## config.mk

```make
export PLATFORM = sky130hd
export DESIGN_NAME = reg_skid
export DESIGN_NICKNAME = d
export VERILOG_FILES = /design/src/rtl/reg_skid.sv
export SDC_FILE = /design/constraint.sdc
export NUM_CORES = 1
export LEC_CHECK = 0
export ABC_AREA = 1
export CELL_PAD_IN_SITES_DETAIL_PLACEMENT = 1
export CELL_PAD_IN_SITES_GLOBAL_PLACEMENT = 2
export CORE_MARGIN = 10
export CORE_UTILIZATION = 26
export DETAILED_ROUTE_END_ITERATION = 10
export PLACE_DENSITY = 0.8
export SLEW_MARGIN = 0
export SYNTH_ARGS = -nofsm -noshare
export SYNTH_HDL_FRONTEND = slang
export SYNTH_SLANG_ARGS = --single-unit
```

## constraint.sdc

```tcl
create_clock -name clk_i -period 1.12 [get_ports clk_i]
set_input_delay 0.224 -clock clk_i [delete_from_list [all_inputs] [get_ports clk_i]]
set_output_delay 0.224 -clock clk_i [all_outputs]
set_load 0.05 [all_outputs]
```

## src/rtl/reg_skid.sv

```systemverilog
// reg_skid: registered two-entry skid buffer between a valid/ready producer and consumer
//
// Every output is driven straight from a flop, so no combinational path runs
// from the consumer side to the producer side in either direction.
//
// Ports:
//   clk_i            rising-edge clock
//   rst_n_i          asynchronous active-low reset
//   wr_data_i        producer data word (C_WIDTH bits)
//   wr_data_valid_i  producer word is valid
//   wr_data_ready_o  buffer can accept a word this cycle (registered)
//   rd_data_o        consumer data word (registered, from the main register)
//   rd_data_valid_o  rd_data_o holds a valid word (registered)
//   rd_data_ready_i  consumer accepts rd_data_o this cycle
//   count_o          number of words held, 0..2 (registered, equals state)
module reg_skid #(
    parameter int C_WIDTH = 32
) (
    input  logic               clk_i,
    input  logic               rst_n_i,
    input  logic [C_WIDTH-1:0] wr_data_i,
    input  logic               wr_data_valid_i,
    output logic               wr_data_ready_o,
    output logic [C_WIDTH-1:0] rd_data_o,
    output logic               rd_data_valid_o,
    input  logic               rd_data_ready_i,
    output logic [1:0]         count_o
);
    typedef enum logic [1:0] {
        EMPTY = 2'd0,
        BUSY  = 2'd1,
        FULL  = 2'd2
    } state_t;

    state_t             state_q, state_d;
    logic [C_WIDTH-1:0] main_q, main_d;
    logic [C_WIDTH-1:0] skid_q, skid_d;
    logic               rd_valid_q, wr_ready_q;
    logic               wr, rd;

    assign wr = wr_data_valid_i & wr_ready_q;
    assign rd = rd_valid_q & rd_data_ready_i;

    always_comb begin
        state_d = state_q;
        main_d  = main_q;
        skid_d  = skid_q;
        case (state_q)
            EMPTY: begin
                if (wr) begin
                    state_d = BUSY;
                    main_d  = wr_data_i;
                end
            end
            BUSY: begin
                if (wr && !rd) begin
                    state_d = FULL;
                    skid_d  = wr_data_i;
                end else if (wr && rd) begin
                    main_d = wr_data_i;
                end else if (rd) begin
                    state_d = EMPTY;
                end
            end
            FULL: begin
                // wr_ready is low here, so only a read can move the state
                if (rd) begin
                    state_d = BUSY;
                    main_d  = skid_q;
                end
            end
            default: state_d = EMPTY;
        endcase
    end

    // ready/valid are registered from the next state so the handshake
    // outputs never depend combinationally on the other side's inputs
    always_ff @(posedge clk_i or negedge rst_n_i) begin
        if (!rst_n_i) begin
            state_q    <= EMPTY;
            main_q     <= '0;
            skid_q     <= '0;
            rd_valid_q <= 1'b0;
            wr_ready_q <= 1'b0;
        end else begin
            state_q    <= state_d;
            main_q     <= main_d;
            skid_q     <= skid_d;
            rd_valid_q <= (state_d != EMPTY);
            wr_ready_q <= (state_d != FULL);
        end
    end

    assign wr_data_ready_o = wr_ready_q;
    assign rd_data_o       = main_q;
    assign rd_data_valid_o = rd_valid_q;
    assign count_o         = state_q;
endmodule

```

==> summary.md, run 1 <==
| Metric | Value |
|---|---|
| Critical path arrival | 1.61 ns |
| TritonRoute pass-1 iters | 4 |
| Initial DRC count | 158 |
| CTS root buffer | clkbuf_16 |
| NumNets Final | 557 |
| Row cnt | 40 |
| Share of cells above drive strength 1 | 38.4% |
| Worst hold path class | input port to asynchronous set/reset pin |
| Unique masters post-synth | 16 |
| Antenna viol nets, final | 0 |
| Port bufs | 71 |
| CTS sink cnt | 68 |
| Sequential share of the synthesized area | 53.9% |
| # IOs | 72 |
| Tmin final | 1.39 ns |
| Number of warning messages in the yosys log | 0 |
| Final Hold Fails | 0 |
| Cell Area, Placed | 4560 um^2 |
| Clock latency at the later pin of the worst-skew pair | 0.33 ns |
| Failing checks | negative setup slack |
| Total gr overflow | 0 |
| Req. time, crit path | 1.34 ns |
| Cell chain of the critical path | buf_4 -> o21ai_4 -> buf_6 -> nand2_8 -> buf_12 -> nand2_1 -> nand2_1 |
| Final WL | 12,900 um |
| Pleak | 2.82 nW |
| Worst setup margin | -0.266 ns |
| Global placement routability congestion | 0.747 |
| Relative slew slack | 80.6% |
| Place WS | -0.393 ns |
| Register bit total from synthesis | 68 |
| Final Slew Violations | 0 |
| Final instance area | 5830 um^2 |
| Maxcap violations | 0 |
| Vias in the first global route | 3,604 |
| Peak supply drop | 0.00176 V |
| Core ar. | 12,000 um^2 |
| RSZ-0062 raised after global routing | yes |
| WS Path Type | flip-flop to flip-flop |
| Area Growth Syn to Fin | 84.7% |
| Critical Path Start Type | flip-flop |
| Final std cells w/o fill | 673 |
| Critical Path Fanout Max | 13 |
| CP delay by family, top | buffers and inverters |
| Syn_nets | 438 |
| Initial Util | 26.4% |
| Largest net degree at the start of global routing | 27 |
| Post-route clock period utilization | 124% |
| Antenna cell count | 0 |
| Synthesized cell area | 3160 um^2 |
| CTS tree | yes |
| Synthesized area per cell | 7.86 um^2 |
| CTS H-tree depth | 3 |
| All-Layer GR Usage | 14.6% |
| CP Capture Type | flip-flop |
| Overall Power | 21.7 mW |
| Fillers | 1,320 |
| Synth Instances | 402 |
| Max Buffers Root-to-Sink | 2 |
| Die W | 130 um |
| Run status | finished, violations left |
| Final setup violation count | 93 |
| WP buf/inv | 3 |
| Critical Path Most Common Cell | nand2_1 |
| Vias/cell | 4.87 |
| Max Fclk | 721 MHz |
| Placed Cells incl. Taps | 620 |
| Via count | 3,277 |
| First-pass GRT wire length | 19,400 um |
| Antenna violations before repair | 0 |
| Clk slew on worst S/H paths | 0.06 ns |
| CTS Buf Count | 9 |
| Setup TNS | -15.84 ns |
| Die Y | 130 um |
| Worst Max-Slew Pin Slew | 0.290 ns |
| Die area | 17,000 um^2 |
| Mean routed wirelength per cell | 19.2 um |
| DRC | 0 |
| PwrDens | 3720 nW/um^2 |
| Slowest stage cell, crit path | dfrtp_2 |
| Critical Path Max Stage Delay | 0.44 ns |
| Post-DP HPWL | 7560 um |
| Final setup skew | 0.00504 ns |
-- synthesized netlist by cell type (all sizes together) --
cell type | n | area [um^2]
a21oi | 1 | 16.3
inv | 5 | 18.8
dfrtp | 68 | 1700
nor2 | 1 | 3.75
buf | 24 | 131
o21ai | 3 | 26.3
nand3 | 97 | 490
clkbuf | 4 | 15.0
nand2 | 199 | 754
-- logic make-up (layout without fill, tap and decap cells) --
logic type | after synthesis | count (layout) | share of synthesized area (%)
compound gates | 4 | 4 | 1.35
buf+inv | 33 | 157 | 5.23
flops | 68 | 68 | 53.9
simple gates | 297 | 297 | 39.5
-- final timing paths --
kind | startpoint | endpoint | slack (ns) | depth (start not counted)
max in group asynchronous | rst_n_i | count_o[0] | 0.38 | 3
min in group clk_i | skid_q[22] | skid_q[22] | 0.48 | 2
worst max register to register | count_o[0] | rd_data_o[17] | -0.27 | 7
worst min register to register | skid_q[22] | skid_q[22] | 0.48 | 2
worst max-delay path | count_o[0] | rd_data_o[17] | -0.27 | 7
worst min-delay path | rst_n_i | rd_data_o[6] | 0.30 | 2
-- flip-flops by register name, indices dropped and copies added, names as in the netlist --
| signal | cells |
|---|---|
| rd_data_o | 32 |
| skid_q | 32 |
| count_o | 2 |
| rd_data_valid_o | 1 |
| wr_data_ready_o | 1 |
-- through the flow --
stage	utilization, %	hold slack [ns]
after floorplan	-	-0.0716
after global placement	38.1	0.105
after detailed placement	38.1	0.106
after CTS	45.1	0.315
after global routing	48.8	0.336
final	48.8	0.304
-- final cells by class --
| type | count | area [um^2] | share of cell area, % |
|---|---|---|---|
| multi-input combinational | 301 | 1660 | 28.4 |
| timing repair buffer | 136 | 1950 | 33.5 |
| sequential | 68 | 1710 | 29.2 |
| clock buffer | 10 | 239 | 4.10 |
| tap | 147 | 184 | 3.15 |
| inverter | 5 | 28.8 | 0.493 |
| clock inverter | 6 | 63.8 | 1.09 |
-- what timing repair did --
action | 4_1_cts | 5_1_grt
resized for setup | 59 | 83
cloned | 6 | 3
setup endpoints to repair | 103 | 104
pin swaps | 8 | 10
endpoints found under the hold margin | 12 | 0
hold buffers | 1 | 0
setup buffers | 17 | 10
-- cells in the final DEF (no fill, tap or decap) --
cell | Yosys | layout
nand2_8 | 0 | 4
nand3_4 | 0 | 1
a21oi_4 | 1 | 1
buf_16 | 0 | 6
clkinvlp_4 | 0 | 2
buf_4 | 3 | 29
o21ai_1 | 0 | 2
nand3_2 | 1 | 22
inv_4 | 0 | 2
nand2_1 | 196 | 147
dfrtp_2 | 0 | 3
inv_2 | 2 | 1
clkinv_2 | 0 | 2
buf_8 | 0 | 6
clkinv_4 | 0 | 1
dlygate4sd3_1 | 0 | 1
o21ai_4 | 1 | 1
clkbuf_8 | 0 | 1
dfrtp_1 | 68 | 65
inv_1 | 3 | 1
buf_6 | 1 | 10
nand3_1 | 96 | 74
clkdlybuf4s50_1 | 0 | 34
nor2_4 | 0 | 1
nand2_4 | 0 | 13
nand2_2 | 3 | 35
bufinv_16 | 0 | 1
inv_6 | 0 | 1
buf_12 | 0 | 47
clkbuf_16 | 0 | 12
-- where the power goes --
part | switching (mW) | internal, mW
logic | 7.35 | 6.57
clock network | 1.09 | 1.78
registers | 1.23 | 3.69
total | 9.67 | 12.0
-- layer usage --
| layer | vias up | GRT usage (%) | share of wire, % |
|---|---|---|---|
| met5 | - | 0 | 0 |
| met4 | 0 | 3.11 | 1.0 |
| met3 | 14 | 4.46 | 5.3 |
| met2 | 84 | 24.9 | 52 |
| met1 | 1651 | 17.7 | 41 |
| li1 | 1528 | - | - |
No activity file was read; power rests on OpenSTA's default activity.
==> run 2: changes to the inputs <==
--- a/config.mk
+++ b/config.mk
@@ -11,6 +11,7 @@
 export CORE_MARGIN = 10
 export CORE_UTILIZATION = 26
 export DETAILED_ROUTE_END_ITERATION = 10
+export GPL_TIMING_DRIVEN = 0
 export PLACE_DENSITY = 0.8
 export SLEW_MARGIN = 0
 export SYNTH_ARGS = -nofsm -noshare
==> summary.md, run 2 (synthesis results as in run 1) <==
| Metric | Value |
|---|---|
| Worst setup margin | -0.229 ns (+0.0379 ns) |
| Final setup violation count | 74 (-20%) |
| All-Layer GR Usage | 13.3% (-1.3 points) |
| Most frequent cells in the layout | 147 x nand2_1, 95 x nand3_1, 64 x dfrtp_1 |
| Antenna violations before repair | 0 (unchanged) |
| Row cnt | 40 (unchanged) |
| Critical Path Start Type | flip-flop |
| Final core utilization | 43.4% (-5.3 points) |
| Run status | finished, violations left |
| PwrDens | 3720 nW/um^2 (about the same) |
| Vias/cell | 4.67 (-4.2%) |
| Worst r2r src | count_o[1] |
| Max Buffers Root-to-Sink | 2 (unchanged) |
| Die W | 130 um (unchanged) |
| Global placement routability congestion | 0.749 (+0.29%) |
| Final WL | 11,100 um (-14%) |
| Die area | 17,000 um^2 (unchanged) |
| Area Growth Syn to Fin | 64.5% |
| Initial Util | 26.4% (unchanged) |
| Initial DRC count | 89 (-44%) |
| Max Fclk | 742 MHz (+2.8%) |
| Relative slew slack | 39.3% (-41 points) |
| Pleak | 2.64 nW (-6.4%) |
| Peak supply drop | 0.00118 V (-33%) |
| Total gr overflow | 0 (unchanged) |
| Final setup skew | 0.00932 ns (+0.00428 ns) |
| Cell chain of the critical path | buf_8 -> inv_4 -> nand3_4 -> nand2_8 -> nand2_8 -> buf_8 -> nand2_1 -> nand2_1 |
| Vias in the first global route | 3,356 (-6.9%) |
| TritonRoute pass-1 iters | 4 (unchanged) |
| Post-DP HPWL | 7180 um (-5.0%) |
| CTS H-tree depth | 3 (unchanged) |
| Req. time, crit path | 1.34 ns (about the same) |
| Core ar. | 12,000 um^2 (unchanged) |
| Clk slew on worst S/H paths | 0.06 ns (about the same) |
| Critical Path Fanout Max | 10 (-3) |
| Worst hold path class | input port to asynchronous set/reset pin |
| CP Capture Type | flip-flop |
| Antenna viol nets, final | 0 (unchanged) |
| Reg2reg path depth | 8 (+1) |
| Setup TNS | -13.79 ns (+2.05 ns) |
| Antenna cell count | 0 (unchanged) |
| Fillers | 1,436 (+8.8%) |
| Clock latency at the later pin of the worst-skew pair | 0.33 ns (about the same) |
| WS Path Type | flip-flop to flip-flop |
| R2r setup slk | -0.23 ns (+0.04 ns) |
| CTS tree | yes |
| Failing checks | negative setup slack |
| Overall Power | 19.3 mW (-11%) |
| Final Slew Violations | 0 (unchanged) |
| Critical Path Max Stage Delay | 0.41 ns (-0.03 ns) |
| Post-route clock period utilization | 120% (-3.4 points) |
| Mean routed wirelength per cell | 16.4 um (-14%) |
| NumNets Final | 563 (+1.1%) |
| WHS | 0.0241 ns (-0.280 ns) |
| Maxcap violations | 0 (unchanged) |
| Slowest stage cell, crit path | dfrtp_2 |
| CTS sink cnt | 68 (unchanged) |
| First-pass GRT wire length | 17,800 um (-8.2%) |
| Largest net degree at the start of global routing | 69 (+160%) |
| Place WS | -0.526 ns (-0.133 ns) |
| Share of cells above drive strength 1 | 35.9% (-2.5 points) |
| DRC | 0 (unchanged) |
| Critical path arrival | 1.57 ns (-0.04 ns) |
| Via count | 3,168 (-3.3%) |
| Port bufs | 71 (unchanged) |
| Die Y | 130 um (unchanged) |
| CTS Buf Count | 9 (unchanged) |
| # IOs | 72 (unchanged) |
| CTS root buffer | clkbuf_16 |
| RSZ-0062 raised after global routing | yes |
| Final Hold Fails | 0 (unchanged) |
| Tmin final | 1.35 ns (-0.0379 ns) |
| Hold_buf cts | 0 (-1) |
| Crit path from | count_o[1] |
| Worst Max-Slew Pin Slew | 0.910 ns (+0.619 ns) |
| Commonest non-fill, non-tap cell in the layout | nand2_1 |
## run 2: cell types whose count changed in the layout (fill, tap and decap cells not counted), sizes merged
cell	before	now
dlygate4sd3	1	0
buf	98	103
clkbuf	13	16
bufinv	1	2
clkinv	3	1
## run 2: per-stage QoR
stage | cell area (um^2) | instances
global placement | 4100 | 620
global route | 5190 | 679
floorplan | 3200 | 402
CTS | 4930 | 656
detailed placement | 4100 | 620
finish | 5190 | 679
## run 2: final cells by class
cell class              instances  area, um^2  share of cell area [%]
flip-flops and latches         68        1710                    32.9
multi-input cells             301        1510                    29.1
repair buffers                114        1150                    22.1
plain buffers                  28         279                    5.37
clock buffers                  11         253                    4.87
well taps                     147         184                    3.54
clock inverters                 5        83.8                    1.61
inverters                       5        28.8                   0.554
## run 2: critical path: cells and delay by family, from the launching register on
family | cells | cell delay, ns
AND/OR/NAND/NOR | 5 | 0.45
flip-flops | 1 | 0.41
buffers and inverters | 3 | 0.37
## run 2: timing repair
| action | in CTS | in global routing |
|---|---|---|
| pin swaps | 4 | 1 |
| resized for setup | 348 | 30 |
| setup buffers | 15 | 24 |
| endpoints found under the hold margin | 0 | 0 |
| setup endpoints to repair | 104 | 103 |
| gates cloned | 5 | 0 |
## run 2: layer usage
| layer | GRT usage (%) | wire length, um | vias up |
|---|---|---|---|
| li1 | - | - | 1541 |
| met1 | 16.2 | 4840 | 1548 |
| met2 | 22.5 | 5520 | 64 |
| met3 | 3.85 | 630 | 15 |
| met4 | 3.57 | 147 | 0 |
| met5 | 0 | 0 | - |
## run 2: worst paths after layout
| path | endpoint |
|---|---|
| setup / recovery | rd_data_o[20] |
| hold / removal | rd_data_o[5] |
| setup reg to reg | rd_data_o[20] |
| hold reg to reg | skid_q[16] |
| max in group asynchronous | wr_data_ready_o |
| min in group clk_i | skid_q[16] |
## run 2: power breakdown
part | leakage [nW] | switching (mW) | internal, mW
Sequential | 0.840 | 0.913 | 3.69
Combinational | 1.65 | 6.75 | 4.79
Clock | 0.158 | 1.11 | 2.07
Total | 2.64 | 8.77 | 10.6
